$ cat src/rtl/crem_cmd_ctrl.sv
// Command/response controller: decodes write, read and ALU frames from the RX byte stream.
// Define CREM_ERR_RESP_EN to build the ERR state (0xEE reply on bad opcode or frame timeout).
module crem_cmd_ctrl #(
  parameter int DATA_WIDTH     = 8,
  parameter int ADDR_WIDTH     = 4,
  parameter int FUN_WIDTH      = 4,
  parameter int TIMEOUT_CYCLES = 1024
) (
  input  logic                    CLK,
  input  logic                    RST,
  input  logic [DATA_WIDTH-1:0]   RX_DATA,
  input  logic                    RX_VALID,
  output logic                    REG_WR_EN,
  output logic                    REG_RD_EN,
  output logic [ADDR_WIDTH-1:0]   REG_ADDR,
  output logic [DATA_WIDTH-1:0]   REG_WR_DATA,
  input  logic [DATA_WIDTH-1:0]   REG_RD_DATA,
  input  logic                    REG_RD_VALID,
  output logic                    ALU_EN,
  output logic [FUN_WIDTH-1:0]    ALU_FUN,
  output logic                    GATE_EN,
  input  logic [2*DATA_WIDTH-1:0] ALU_OUT,
  input  logic                    ALU_OUT_VALID,
  output logic [DATA_WIDTH-1:0]   TX_DATA,
  output logic                    TX_VALID,
  input  logic                    TX_FULL,
  output logic                    OVR_ERR
);

  localparam int CNT_W = $clog2(TIMEOUT_CYCLES);
  localparam logic [DATA_WIDTH-1:0] OP_WR  = DATA_WIDTH'(8'hAA);
  localparam logic [DATA_WIDTH-1:0] OP_RD  = DATA_WIDTH'(8'hBB);
  localparam logic [DATA_WIDTH-1:0] OP_ALU = DATA_WIDTH'(8'hCC);
  localparam logic [DATA_WIDTH-1:0] OP_FUN = DATA_WIDTH'(8'hDD);
`ifdef CREM_ERR_RESP_EN
  localparam logic [DATA_WIDTH-1:0] ERR_WORD = DATA_WIDTH'(8'hEE);
`endif

  typedef enum logic [3:0] {
    IDLE,
    WR_ADDR,
    WR_DATA,
    RD_ADDR,
    RD_WAIT,
    OP_A,
    OP_B,
    FUN,
    ALU_WAIT,
    TX_RD,
    TX_LO,
    TX_HI
`ifdef CREM_ERR_RESP_EN
    , ERR
`endif
  } state_t;

  state_t                  state, state_nxt;
  logic [CNT_W-1:0]        cnt, cnt_nxt;
  logic [ADDR_WIDTH-1:0]   frame_addr, frame_addr_nxt;
  logic [DATA_WIDTH-1:0]   rd_data_q, rd_data_nxt;
  logic [2*DATA_WIDTH-1:0] alu_res_q, alu_res_nxt;
  logic [ADDR_WIDTH-1:0]   reg_addr_q, reg_addr_nxt;
  logic [DATA_WIDTH-1:0]   reg_wr_data_q, reg_wr_data_nxt;
  logic                    reg_wr_en_q, reg_wr_en_nxt;
  logic                    reg_rd_en_q, reg_rd_en_nxt;
  logic                    alu_en_q, alu_en_nxt;
  logic                    gate_en_q, gate_en_nxt;
  logic [FUN_WIDTH-1:0]    alu_fun_q, alu_fun_nxt;
  logic [DATA_WIDTH-1:0]   tx_data_q, tx_data_nxt;
  logic                    tx_valid_q, tx_valid_nxt;
  logic                    ovr_err_q, ovr_err_nxt;
  logic                    rx_state, timed_state, expired, abort;

  always_ff @(posedge CLK) begin
    if (!RST) begin
      state         <= IDLE;
      cnt           <= '0;
      frame_addr    <= '0;
      rd_data_q     <= '0;
      alu_res_q     <= '0;
      reg_addr_q    <= '0;
      reg_wr_data_q <= '0;
      reg_wr_en_q   <= 1'b0;
      reg_rd_en_q   <= 1'b0;
      alu_en_q      <= 1'b0;
      gate_en_q     <= 1'b0;
      alu_fun_q     <= '0;
      tx_data_q     <= '0;
      tx_valid_q    <= 1'b0;
      ovr_err_q     <= 1'b0;
    end else begin
      state         <= state_nxt;
      cnt           <= cnt_nxt;
      frame_addr    <= frame_addr_nxt;
      rd_data_q     <= rd_data_nxt;
      alu_res_q     <= alu_res_nxt;
      reg_addr_q    <= reg_addr_nxt;
      reg_wr_data_q <= reg_wr_data_nxt;
      reg_wr_en_q   <= reg_wr_en_nxt;
      reg_rd_en_q   <= reg_rd_en_nxt;
      alu_en_q      <= alu_en_nxt;
      gate_en_q     <= gate_en_nxt;
      alu_fun_q     <= alu_fun_nxt;
      tx_data_q     <= tx_data_nxt;
      tx_valid_q    <= tx_valid_nxt;
      ovr_err_q     <= ovr_err_nxt;
    end
  end

  always_comb begin
    state_nxt       = state;
    frame_addr_nxt  = frame_addr;
    rd_data_nxt     = rd_data_q;
    alu_res_nxt     = alu_res_q;
    reg_addr_nxt    = reg_addr_q;
    reg_wr_data_nxt = reg_wr_data_q;
    alu_en_nxt      = alu_en_q;
    gate_en_nxt     = gate_en_q;
    alu_fun_nxt     = alu_fun_q;
    tx_data_nxt     = tx_data_q;
    reg_wr_en_nxt   = 1'b0;
    reg_rd_en_nxt   = 1'b0;
    tx_valid_nxt    = 1'b0;
    ovr_err_nxt     = 1'b0;
    abort           = 1'b0;

    rx_state    = state inside {IDLE, WR_ADDR, WR_DATA, RD_ADDR, OP_A, OP_B, FUN};
    timed_state = state inside {WR_ADDR, WR_DATA, RD_ADDR, RD_WAIT, OP_A, OP_B, FUN, ALU_WAIT};
    expired     = timed_state && (cnt == CNT_W'(TIMEOUT_CYCLES - 1));

    // A word landing on the expiry cycle loses to the timeout and is reported as dropped.
    if (RX_VALID && (!rx_state || expired))
      ovr_err_nxt = 1'b1;

    case (state)
      IDLE: begin
        if (RX_VALID) begin
          if (RX_DATA == OP_WR)       state_nxt = WR_ADDR;
          else if (RX_DATA == OP_RD)  state_nxt = RD_ADDR;
          else if (RX_DATA == OP_ALU) state_nxt = OP_A;
          else if (RX_DATA == OP_FUN) state_nxt = FUN;
`ifdef CREM_ERR_RESP_EN
          else                        state_nxt = ERR;
`endif
        end
      end
      WR_ADDR: begin
        if (expired) abort = 1'b1;
        else if (RX_VALID) begin
          frame_addr_nxt = RX_DATA[ADDR_WIDTH-1:0];
          state_nxt      = WR_DATA;
        end
      end
      WR_DATA: begin
        if (expired) abort = 1'b1;
        else if (RX_VALID) begin
          reg_wr_en_nxt   = 1'b1;
          reg_addr_nxt    = frame_addr;
          reg_wr_data_nxt = RX_DATA;
          state_nxt       = IDLE;
        end
      end
      RD_ADDR: begin
        if (expired) abort = 1'b1;
        else if (RX_VALID) begin
          reg_rd_en_nxt = 1'b1;
          reg_addr_nxt  = RX_DATA[ADDR_WIDTH-1:0];
          state_nxt     = RD_WAIT;
        end
      end
      RD_WAIT: begin
        if (REG_RD_VALID) begin
          rd_data_nxt = REG_RD_DATA;
          state_nxt   = TX_RD;
        end else if (expired) abort = 1'b1;
      end
      OP_A: begin
        if (expired) abort = 1'b1;
        else if (RX_VALID) begin
          reg_wr_en_nxt   = 1'b1;
          reg_addr_nxt    = ADDR_WIDTH'(0);
          reg_wr_data_nxt = RX_DATA;
          state_nxt       = OP_B;
        end
      end
      OP_B: begin
        if (expired) abort = 1'b1;
        else if (RX_VALID) begin
          reg_wr_en_nxt   = 1'b1;
          reg_addr_nxt    = ADDR_WIDTH'(1);
          reg_wr_data_nxt = RX_DATA;
          state_nxt       = FUN;
        end
      end
      FUN: begin
        if (expired) abort = 1'b1;
        else if (RX_VALID) begin
          alu_fun_nxt = RX_DATA[FUN_WIDTH-1:0];
          alu_en_nxt  = 1'b1;
          gate_en_nxt = 1'b1;
          state_nxt   = ALU_WAIT;
        end
      end
      ALU_WAIT: begin
        if (ALU_OUT_VALID) begin
          alu_res_nxt = ALU_OUT;
          alu_en_nxt  = 1'b0;
          gate_en_nxt = 1'b0;
          state_nxt   = TX_LO;
        end else if (expired) abort = 1'b1;
      end
      TX_RD: begin
        if (!TX_FULL) begin
          tx_valid_nxt = 1'b1;
          tx_data_nxt  = rd_data_q;
          state_nxt    = IDLE;
        end
      end
      TX_LO: begin
        if (!TX_FULL) begin
          tx_valid_nxt = 1'b1;
          tx_data_nxt  = alu_res_q[DATA_WIDTH-1:0];
          state_nxt    = TX_HI;
        end
      end
      TX_HI: begin
        if (!TX_FULL) begin
          tx_valid_nxt = 1'b1;
          tx_data_nxt  = alu_res_q[2*DATA_WIDTH-1:DATA_WIDTH];
          state_nxt    = IDLE;
        end
      end
`ifdef CREM_ERR_RESP_EN
      ERR: begin
        if (!TX_FULL) begin
          tx_valid_nxt = 1'b1;
          tx_data_nxt  = ERR_WORD;
          state_nxt    = IDLE;
        end
      end
`endif
      default: state_nxt = IDLE;
    endcase

    if (abort) begin
      alu_en_nxt  = 1'b0;
      gate_en_nxt = 1'b0;
`ifdef CREM_ERR_RESP_EN
      state_nxt   = ERR;
`else
      state_nxt   = IDLE;
`endif
    end

    // Every accepted word outside IDLE moves the FSM, so a state change doubles as the progress mark.
    if ((state_nxt != state) || !timed_state)
      cnt_nxt = '0;
    else
      cnt_nxt = cnt + CNT_W'(1);
  end

  assign REG_WR_EN   = reg_wr_en_q;
  assign REG_RD_EN   = reg_rd_en_q;
  assign REG_ADDR    = reg_addr_q;
  assign REG_WR_DATA = reg_wr_data_q;
  assign ALU_EN      = alu_en_q;
  assign ALU_FUN     = alu_fun_q;
  assign GATE_EN     = gate_en_q;
  assign TX_DATA     = tx_data_q;
  assign TX_VALID    = tx_valid_q;
  assign OVR_ERR     = ovr_err_q;

endmodule

$ cat config.mk
export PLATFORM = sky130hd
export DESIGN_NAME = crem_cmd_ctrl
export DESIGN_NICKNAME = d
export VERILOG_FILES = /design/src/rtl/crem_cmd_ctrl.sv
export SDC_FILE = /design/constraint.sdc
export NUM_CORES = 1
export LEC_CHECK = 0
export CORE_ASPECT_RATIO = 0.5
export CORE_MARGIN = 3
export CORE_UTILIZATION = 46
export DETAILED_ROUTE_END_ITERATION = 10
export GPL_TIMING_DRIVEN = 0
export PLACE_DENSITY = 0.75
export SETUP_SLACK_MARGIN = 0.15
export SYNTH_ARGS = -nofsm -noshare
export SYNTH_HDL_FRONTEND = slang
export SYNTH_SLANG_ARGS = --single-unit
$ cat constraint.sdc
create_clock -name CLK -period 2.05 [get_ports CLK]
set_input_delay 0.615 -clock CLK [delete_from_list [all_inputs] [get_ports CLK]]
set_output_delay 0.615 -clock CLK [all_outputs]
set_load 0.02 [all_outputs]
==> results of run 1 <==
power breakdown:
| part | internal [mW] | switching [mW] | leakage [nW] | total (mW) |
|---|---|---|---|---|
| Sequential | 1.38 | 0.00167 | 0.576 | 1.38 |
| Combinational | 0.0881 | 0.0878 | 1.49 | 0.176 |
| Clock | 0.967 | 0.587 | 0.141 | 1.55 |
| Total | 2.44 | 0.676 | 2.21 | 3.11 |
metrics by stage:
stage,hold WS [ns],power (mW),setup TNS (ns),std cells,worst slack (ns)
5_1_grt,0.471,3.20,-1.91,594,-0.245
6_report,0.454,3.11,-0.794,594,-0.103
2_1_floorplan,0.436,1.46,0,399,0.0207
3_5_place_dp,0.448,1.57,-19.63,558,-0.865
3_3_place_gp,0.442,1.57,-18.68,558,-0.824
4_1_cts,0.455,3.12,-0.339,588,-0.0592
routing by layer:
metal / share of wire, % / GRT usage, % / vias up
met5: 0 / 0 / -
met4: 1.7 / 6.55 / 0
met3: 9.6 / 7.85 / 23
met2: 46 / 40.0 / 178
met1: 43 / 32.2 / 1602
li1: - / - / 1606
what timing repair did:
action / CTS / global route
hold buffers: 0 / 0
resized for setup: 92 / 47
pin swaps: 15 / 12
cloned: 3 / 1
setup endpoints to repair: 64 / 75
hold endpoints to repair: 0 / 0
buffers inserted: 12 / 5
synth_stat cells (2+ instances only):
library cell	n	share of area [%]
dfxtp_1	71	42
nand2_1	61	6.8
nor2_1	53	5.9
a21oi_1	36	5.3
mux2i_1	31	9.2
clkbuf_1	14	1.5
a211oi_1	12	2.7
nor3_1	11	1.6
nand3_1	8	1.2
xnor2_1	8	2.1
and3_1	7	1.3
buf_2	6	0.89
inv_1	6	0.66
nand2b_1	6	1.1
nand4_1	6	1.1
o21ai_0	6	0.89
nor2b_1	5	0.92
a22oi_1	3	0.66
nor4bb_1	3	0.89
or3_1	3	0.55
a31oi_1	2	0.37
and2_1	2	0.37
buf_1	2	0.22
buf_4	2	0.44
buf_6	2	0.66
nand3b_1	2	0.44
o211a_1	2	0.59
xor2_1	2	0.52
worst max-delay path, stage by stage, from the launching register on:
cell and delay, ns:
dfxtp_2 0.36, ha_4 0.15, nand4_1 0.11, buf_4 0.19, nor3_4 0.24, nand4b_1 0.25, nand4_4 0.20, mux2_4 0.36
nor4b_2 0.20
area by class of cell:
cell class	instances	area, um^2	area share [%]
Buffer	26	178	3.58
Clock buffer	10	239	4.81
Clock inverter	5	58.8	1.18
Inverter	7	26.3	0.529
Multi-Input combinational cell	298	2110	42.6
Sequential cell	71	1430	28.9
Tap cell	92	115	2.32
Timing Repair Buffer	85	802	16.1
state kept, by name, summed over array words and instances (netlist names):
signal       count
alu_res_q       16
cnt             10
REG_WR_DATA      8
TX_DATA          8
rd_data_q        8
ALU_FUN          4
REG_ADDR         4
frame_addr       4
state            4
GATE_EN          1
OVR_ERR          1
REG_RD_EN        1
REG_WR_EN        1
TX_VALID         1
worst paths after layout:
| path | depth (start not counted) | end | slack [ns] | from |
|---|---|---|---|---|
| worst min-delay path | 2 | alu_res_q[3]$_SDFFE_PN0P_ | 0.45 | alu_res_q[3]$_SDFFE_PN0P_ |
| worst max-delay path | 8 | cnt[0]$_SDFF_PP0_ | -0.10 | cnt[1]$_SDFF_PP0_ |
| worst max register to register | 8 | cnt[0]$_SDFF_PP0_ | -0.10 | cnt[1]$_SDFF_PP0_ |
| worst min register to register | 2 | alu_res_q[3]$_SDFFE_PN0P_ | 0.45 | alu_res_q[3]$_SDFFE_PN0P_ |
kinds of logic after synthesis:
logic type | synth area share [%]
flops | 41.9
xor+xnor | 2.58
simple gates | 26.1
compound gates | 14.6
mux | 9.93
buf+inv | 4.54
fa+ha+maj | 0.369
==> metrics.txt, run 1 <==
Async S/R FF share, synth=0%; die span in x=127 um; Tcrit/Tclk final=105%; Worst-Margin Slew=0.525 ns; EDFF count, synth=0; Vias/cell=5.74; Fillers=528; max frequency=464 MHz; IO buf count=67; DP Wirelength=6.56 mm; Layout Utilization=71.9%; Vias=3409; Synth Net Count=438; FF+latch count, synth=71; Worst Path Max Fanout=5; placed inst area=0.00421 mm^2; CTS tree=done; gr usage total=24.8%; vias in the first global route=3060; Hold Vio Cnt, Final=0; final wirelength=10.7 mm; GPL Wtd Cong=0.916; Reg clk slew, reported paths=0.06 ns; total I/O pin count=~70; Yosys cell types=55; Clk Tree Root Cell=clkbuf_16; synthesized area=0.00339 mm^2; Worst EP required=2.29 ns; WS Path Type=reg2reg; most frequent cells in the layout=dfxtp_1 (63), nand2_1 (60), nor2_1 (50), a21oi_1 (33), mux2i_1 (31); largest net degree at the start of global routing=13; initial antenna violation count=0; power density over the cells=626 mW/mm^2; Rows=21; die height=66.7 um; antenna diode count=0; total CTS buffers=9; Sink Count=71; Starting Density=49.1%; worst min-delay path class=reg2reg; Most used DFF post-synth=dfxtp_1; crit end category=flip-flop; die area=0.00850 mm^2; CP arrival=between 2 and 2.5 ns; clock latency on the worst-skew pair=0.33 ns; crit path time final=~2.2 ns; maximum vdd drop=~460 uV; register area share after synthesis=41.9%; design area=0.00497 mm^2; max cap viols=0; post-synthesis instance total=between 300 and 400; failing checks=setup timing; share of cells above drive strength 1=23.3%; CTS Buffer Depth=2; Post-Syn Area per Cell=8.50 um^2; WL/cell=~18 um; drt drc=0; Max Slew Vio Count=0; # setup viols final=10; outcome=complete, but fails checks; Synth Warn #=0; fin nets=537; commonest non-fill, non-tap cell in the layout=dfxtp_1; first-pass GRT wire length=16.2 mm; Setup WS post-layout=-0.103 ns; LEAKAGE=2.21 nW; grt ovf=0; unrepaired setup endpoints after global routing=yes; Area growth syn-to-layout=46.5%; DRT Pass-1 Iters=6; H-tree lvl count=3; CP Launch Type=flip-flop; Worst slew margin=65.0%; Core ar.=a little under 0.007 mm^2; post-route antenna net violation count=0; skew final=0.00439 ns; Iteration-0 DRC Markers=310
(Power assumes the default switching activity.)
==> inputs of run 2 (changes only) <==
--- a/config.mk
+++ b/config.mk
@@ -7,10 +7,11 @@
 export LEC_CHECK = 0
 export CORE_ASPECT_RATIO = 0.5
 export CORE_MARGIN = 3
-export CORE_UTILIZATION = 46
+export CORE_UTILIZATION = 51
 export DETAILED_ROUTE_END_ITERATION = 10
 export GPL_TIMING_DRIVEN = 0
-export PLACE_DENSITY = 0.75
+export HOLD_SLACK_MARGIN = 0.12
+export PLACE_DENSITY = 0.79
 export SETUP_SLACK_MARGIN = 0.15
 export SYNTH_ARGS = -nofsm -noshare
 export SYNTH_HDL_FRONTEND = slang
==> constraint.sdc (replaced) <==
create_clock -name CLK -period 2 [get_ports CLK]
set_input_delay 0.6 -clock CLK [delete_from_list [all_inputs] [get_ports CLK]]
set_output_delay 0.6 -clock CLK [all_outputs]
set_load 0.02 [all_outputs]
==> metrics.txt, run 2 (synthesis results as in run 1) <==
outcome=complete, but fails checks; failing checks=setup timing; most frequent cells in the layout=dfxtp_1 (64), nand2_1 (54), nor2_1 (48), mux2i_1 (31), dlygate4sd2_1 (31); final wirelength=10.7 mm (-0.10%); Worst Path Max Fanout=5 (unchanged); Tcrit/Tclk final=110% (+5.2 points); LEAKAGE=2.12 nW (-4.3%); max frequency=453 MHz (-2.4%); share of cells above drive strength 1=26.7% (+3.4 points); setup TNS=-2.06 ns (-1.26 ns); Layout Utilization=79.6% (+7.7 points); most frequent CP cell=buf_4; commonest non-fill, non-tap cell in the layout=dfxtp_1; crit end category=flip-flop; H-tree lvl count=3 (unchanged); antenna diode count=0 (unchanged); gr usage total=28.0% (+3.2 points); vias in the first global route=3344 (+9.3%); worst hold slack=0.455 ns (+0.00102 ns); WL/cell=18.0 um (about the same); Sink Count=71 (unchanged); CTS tree=done; unrepaired setup endpoints after global routing=yes; first-pass GRT wire length=16.7 mm (+3.3%); initial antenna violation count=0 (unchanged); Setup WS post-layout=-0.205 ns (-0.102 ns); maximum vdd drop=416 uV (-9.3%); Largest stage delay, worst path=0.39 ns (+0.03 ns); design area=0.00498 mm^2 (+0.28%); Top Registers=alu_res_q x16, cnt x10; power density over the cells=626 mW/mm^2 (about the same); Rows=20 (-4.8%); Biggest register=alu_res_q; worst-path cell chain=ha_4, nand4_1, buf_4, nor3_4, buf_4, o31ai_2, nand3_1, mux2_4, nor4b_4; CP arrival=2.45 ns (+0.05 ns); IO buf count=67 (unchanged); worst min-delay path class=reg2reg; grt ovf=0 (unchanged); placed inst area=0.00421 mm^2 (about the same); Iteration-0 DRC Markers=361 (+16%); Largest register FFs=16 (unchanged); Worst-Margin Slew=0.447 ns (-0.0779 ns); clock latency on the worst-skew pair=0.34 ns (about the same); total I/O pin count=68 (unchanged); fin nets=539 (+0.37%); setup slack at placement=-0.895 ns (-0.0302 ns); post-route antenna net violation count=0 (unchanged); Reg clk slew, reported paths=0.06 ns (about the same); Vias/cell=5.86 (+2.1%); crit path time final=2.21 ns (+0.0520 ns); total CTS buffers=9 (unchanged); GPL Wtd Cong=1.00 (+9.3%); DRT Pass-1 Iters=5 (-1); CP Launch Type=flip-flop; Hold Vio Cnt, Final=0 (unchanged); Area growth syn-to-layout=46.9%; CTS Buffer Depth=2 (unchanged); max cap viols=0 (unchanged); die area=0.00772 mm^2 (-9.2%); CP max-delay cell=mux2_4; Max Slew Vio Count=0 (unchanged); Core ar.=0.00626 mm^2 (-9.5%); DP Wirelength=6.40 mm (-2.4%); Vias=3476 (+2.0%); Worst slew margin=70.2% (+5.2 points); largest net degree at the start of global routing=13 (unchanged); Worst EP required=2.25 ns (-0.04 ns); drt drc=0 (unchanged); # setup viols final=23 (+13); Clk Tree Root Cell=clkbuf_16; skew final=0.00611 ns (+0.00172 ns); Starting Density=54.2% (+5.1 points); die height=63.7 um (-4.6%); WS Path Type=reg2reg; die span in x=121 um (-4.8%)
[run 2: changes by cell type in the layout (fill, tap and decap cells not counted), sizes merged]
cell / change
buf: +1
clkbuf: -1
clkdlybuf4s50: -4
dlygate4sd2: +12
inv: +1
dlymetal6s2s: -9
bufinv: -1
clkinv: +1
clkdlybuf4s15: +4
clkinvlp: -1
[run 2: layer usage]
metal  part of all wire [%]  track usage [%]  vias up  wire (um)
met3                    8.4             7.00       43        901
met1                     44             36.7     1638       4710
met4                    3.4             11.5        0        365
met5                      0                0        -          0
met2                     44             44.1      182       4720
li1                       -                -     1613          -
[run 2: power by group]
group	total (mW)	internal, mW	switching, mW
clock	1.52	0.904	0.612
sequential	1.42	1.42	0.00178
combinational	0.184	0.0928	0.0913
[run 2: through the flow]
step,power [mW],std cells
final,3.12,593
after global routing,3.20,593
after CTS,3.11,589
after detailed placement,1.61,554
after global placement,1.61,554
after floorplan,1.50,399
[run 2: worst paths after layout]
check | startpoint | to | slack (ns) | depth (start not counted)
setup / recovery | cnt[0]$_SDFF_PP0_ | cnt[0]$_SDFF_PP0_ | -0.21 | 9
hold / removal | alu_res_q[3]$_SDFFE_PN0P_ | alu_res_q[3]$_SDFFE_PN0P_ | 0.45 | 2
setup reg to reg | cnt[0]$_SDFF_PP0_ | cnt[0]$_SDFF_PP0_ | -0.21 | 9
hold reg to reg | alu_res_q[3]$_SDFFE_PN0P_ | alu_res_q[3]$_SDFFE_PN0P_ | 0.45 | 2
[run 2: cell type report]
| class | instances | area (um^2) |
|---|---|---|
| clock inverters | 5 | 31.3 |
| clock buffers | 11 | 253 |
| well taps | 88 | 110 |
| fillers | 407 | 1270 |
| inverters | 7 | 26.3 |
| multi-input cells | 298 | 2150 |
| flip-flops and latches | 71 | 1430 |
| plain buffers | 26 | 175 |
| repair buffers | 87 | 801 |
[run 2: worst max-delay path: cells and delay by family, from the launching register on]
| family | cells | cell delay [ns] |
|---|---|---|
| AND/OR/NAND/NOR | 4 | 0.61 |
| multiplexers | 1 | 0.39 |
| flip-flops | 1 | 0.35 |
| buffers and inverters | 2 | 0.31 |
| AO/OA/AOI/OAI | 1 | 0.29 |
| adder cells (fa/ha/maj) | 1 | 0.16 |
[run 2: timing repair]
action | in CTS | in global routing
hold buffers | 0 | 0
setup endpoints to repair | 80 | 68
cloned | 4 | 0
buffers inserted | 15 | 4
pin swaps | 15 | 24
resized for setup | 103 | 58
==> inputs of run 3 (changes only) <==
--- a/config.mk
+++ b/config.mk
@@ -16,3 +16,4 @@
 export SYNTH_ARGS = -nofsm -noshare
 export SYNTH_HDL_FRONTEND = slang
 export SYNTH_SLANG_ARGS = --single-unit
+export TNS_END_PERCENT = 30
==> metrics.txt, run 3 (synthesis results as in run 1) <==
maximum vdd drop=480 uV (+15%); commonest non-fill, non-tap cell in the layout=dfxtp_1; final wirelength=11.5 mm (+7.8%); die area=0.00772 mm^2 (unchanged); first-pass GRT wire length=17.0 mm (+1.8%); IO buf count=67 (unchanged); WS Path Type=in2reg; Vias/cell=5.90 (+0.69%); Setup WS post-layout=-0.298 ns (-0.0923 ns); # setup viols final=24 (+4.3%); CP Launch Type=input port; LEAKAGE=2.20 nW (+4.2%); Starting Density=54.2% (unchanged); beginning of the worst register-to-register path=cnt[1]$_SDFF_PP0_; gr usage total=28.2% (+0.25 points); die height=63.7 um (unchanged); max frequency=435 MHz (-4.0%); largest net degree at the start of global routing=12 (-1); crit path time final=2.30 ns (+0.0923 ns); setup TNS=-3.95 ns (-1.89 ns); M1 WL=4.81 mm (+2.1%); Biggest register=alu_res_q; drt drc=0 (unchanged); DRT Pass-1 Iters=8 (+3); Tcrit/Tclk final=115% (+4.6 points); placed instance count=554 (unchanged); worst min-delay path class=reg2reg; skew final=0.00894 ns (+0.00282 ns); CTS tree=done; CP arrival=2.54 ns (+0.09 ns); worst hold slack=0.455 ns (+0.000522 ns); Worst Path Max Fanout=7 (+2); Max Slew Vio Count=0 (unchanged); total I/O pin count=68 (unchanged); failing checks=setup timing; initial antenna violation count=0 (unchanged); Area growth syn-to-layout=49.0%; share of cells above drive strength 1=26.8% (+0.063 points); Largest register FFs=16 (unchanged); met3 WL post-DR=1.13 mm (+26%); grt ovf=0 (unchanged); design area=0.00505 mm^2 (+1.4%); crit end category=flip-flop; unrepaired setup endpoints after global routing=yes; DP Wirelength=6.59 mm (+2.9%); outcome=complete, but fails checks; Sink Count=71 (unchanged); total CTS buffers=9 (unchanged); power density over the cells=618 mW/mm^2 (-1.3%); Vias=3559 (+2.4%); fin nets=549 (+1.9%); Clk Tree Root Cell=clkbuf_16; clock latency on the worst-skew pair=0.34 ns (about the same); Worst EP required=2.24 ns (about the same); H-tree lvl count=3 (unchanged); Top Registers=alu_res_q x16, cnt x10; Rows=20 (unchanged); Core ar.=0.00626 mm^2 (unchanged); max cap viols=0 (unchanged); most frequent cells in the layout=dfxtp_1 (64), nand2_1 (57), nor2_1 (48), a21oi_1 (33), mux2i_1 (31); top layer in use=met4; worst setup path start=RX_DATA[1]; met2 routed WL=5.01 mm (+6.2%); CTS Buffer Depth=2 (unchanged); placed inst area=0.00420 mm^2 (-0.21%); final std cells w/o fill=603 (+1.7%); vias in the first global route=3268 (-2.3%); reg2reg end=cnt[9]$_SDFF_PP0_; crit path to=cnt[9]$_SDFF_PP0_; post-route antenna net violation count=0 (unchanged); GPL Wtd Cong=0.952 (-4.9%); Worst R2R Path Depth=10 (+1); internal reg-to-reg setup slack=-0.30 ns (-0.09 ns); die span in x=121 um (unchanged); Fillers=394 (-3.2%); Hold Vio Cnt, Final=0 (unchanged); Iteration-0 DRC Markers=470 (+30%); Reg clk slew, reported paths=0.06 ns (about the same); Worst slew margin=67.0% (-3.2 points); antenna diode count=0 (unchanged); Worst-Margin Slew=0.493 ns (+0.0465 ns); WL/cell=19.1 um (+6.0%)
==> run 3: changes by cell type in the layout (fill, tap and decap cells not counted), sizes merged, moves of 2 or more <==
cell	change
buf	+12
clkbuf	+6
dlygate4sd2	-2
clkdlybuf4s15	-2
==> run 3: timing repair <==
item,4_1_cts,5_1_grt
setup buffers,20,11
cloned,2,0
endpoints found under the hold margin,0,0
gates resized for setup,117,53
endpoints found under the setup margin,84,60
pin swaps,21,27
hold buffers,0,0
==> run 3: cell type report <==
type / instances / area, um^2 / share of cell area [%]
plain buffers: 26 / 181 / 3.59
clock buffers: 13 / 260 / 5.15
clock inverters: 3 / 17.5 / 0.347
inverters: 7 / 26.3 / 0.520
multi-input cells: 296 / 2100 / 41.6
flip-flops and latches: 71 / 1440 / 28.4
well taps: 88 / 110 / 2.18
repair buffers: 99 / 920 / 18.2
==> run 3: routing by layer <==
layer	GRT usage, %	up-vias
li1	-	1619
met1	36.8	1619
met2	44.4	250
met3	8.61	71
met4	9.78	0
met5	0	-
==> run 3: worst min-delay path by stage <==
stage	start	to	cells past startpoint
floorplan	alu_res_q[0]$_SDFFE_PN0P_	alu_res_q[0]$_SDFFE_PN0P_	2
global placement	ALU_FUN[2]$_SDFFE_PN0P_	ALU_FUN[2]$_SDFFE_PN0P_	2
detailed placement	ALU_FUN[2]$_SDFFE_PN0P_	ALU_FUN[2]$_SDFFE_PN0P_	2
CTS	alu_res_q[7]$_SDFFE_PN0P_	alu_res_q[7]$_SDFFE_PN0P_	2
global route	alu_res_q[4]$_SDFFE_PN0P_	alu_res_q[4]$_SDFFE_PN0P_	2
finish	alu_res_q[7]$_SDFFE_PN0P_	alu_res_q[7]$_SDFFE_PN0P_	2
==> run 3: per-stage QoR <==
stage          setup WS (ns)  power (mW)  utilization [%]
6_report              -0.298        3.12             80.7
5_1_grt               -0.375        3.20             80.7
4_1_cts               -0.146        3.09             77.0
3_5_place_dp           -1.07        1.61             67.1
3_3_place_gp           -1.04        1.61             67.1
2_1_floorplan        -0.0143        1.50                -
==> run 3: power by group <==
part	switching, mW	internal (mW)
logic	0.0972	0.101
clock network	0.604	0.903
registers	0.00156	1.41
total	0.703	2.42
==> run 3: worst max-delay path, stage by stage <==
cell,delay [ns]
buf_2,0.15
nor4bb_2,0.40
o211a_1,0.31
a221oi_4,0.10
buf_4,0.15
nand4_1,0.12
o2111ai_4,0.26
buf_6,0.21
nor3_2,0.23
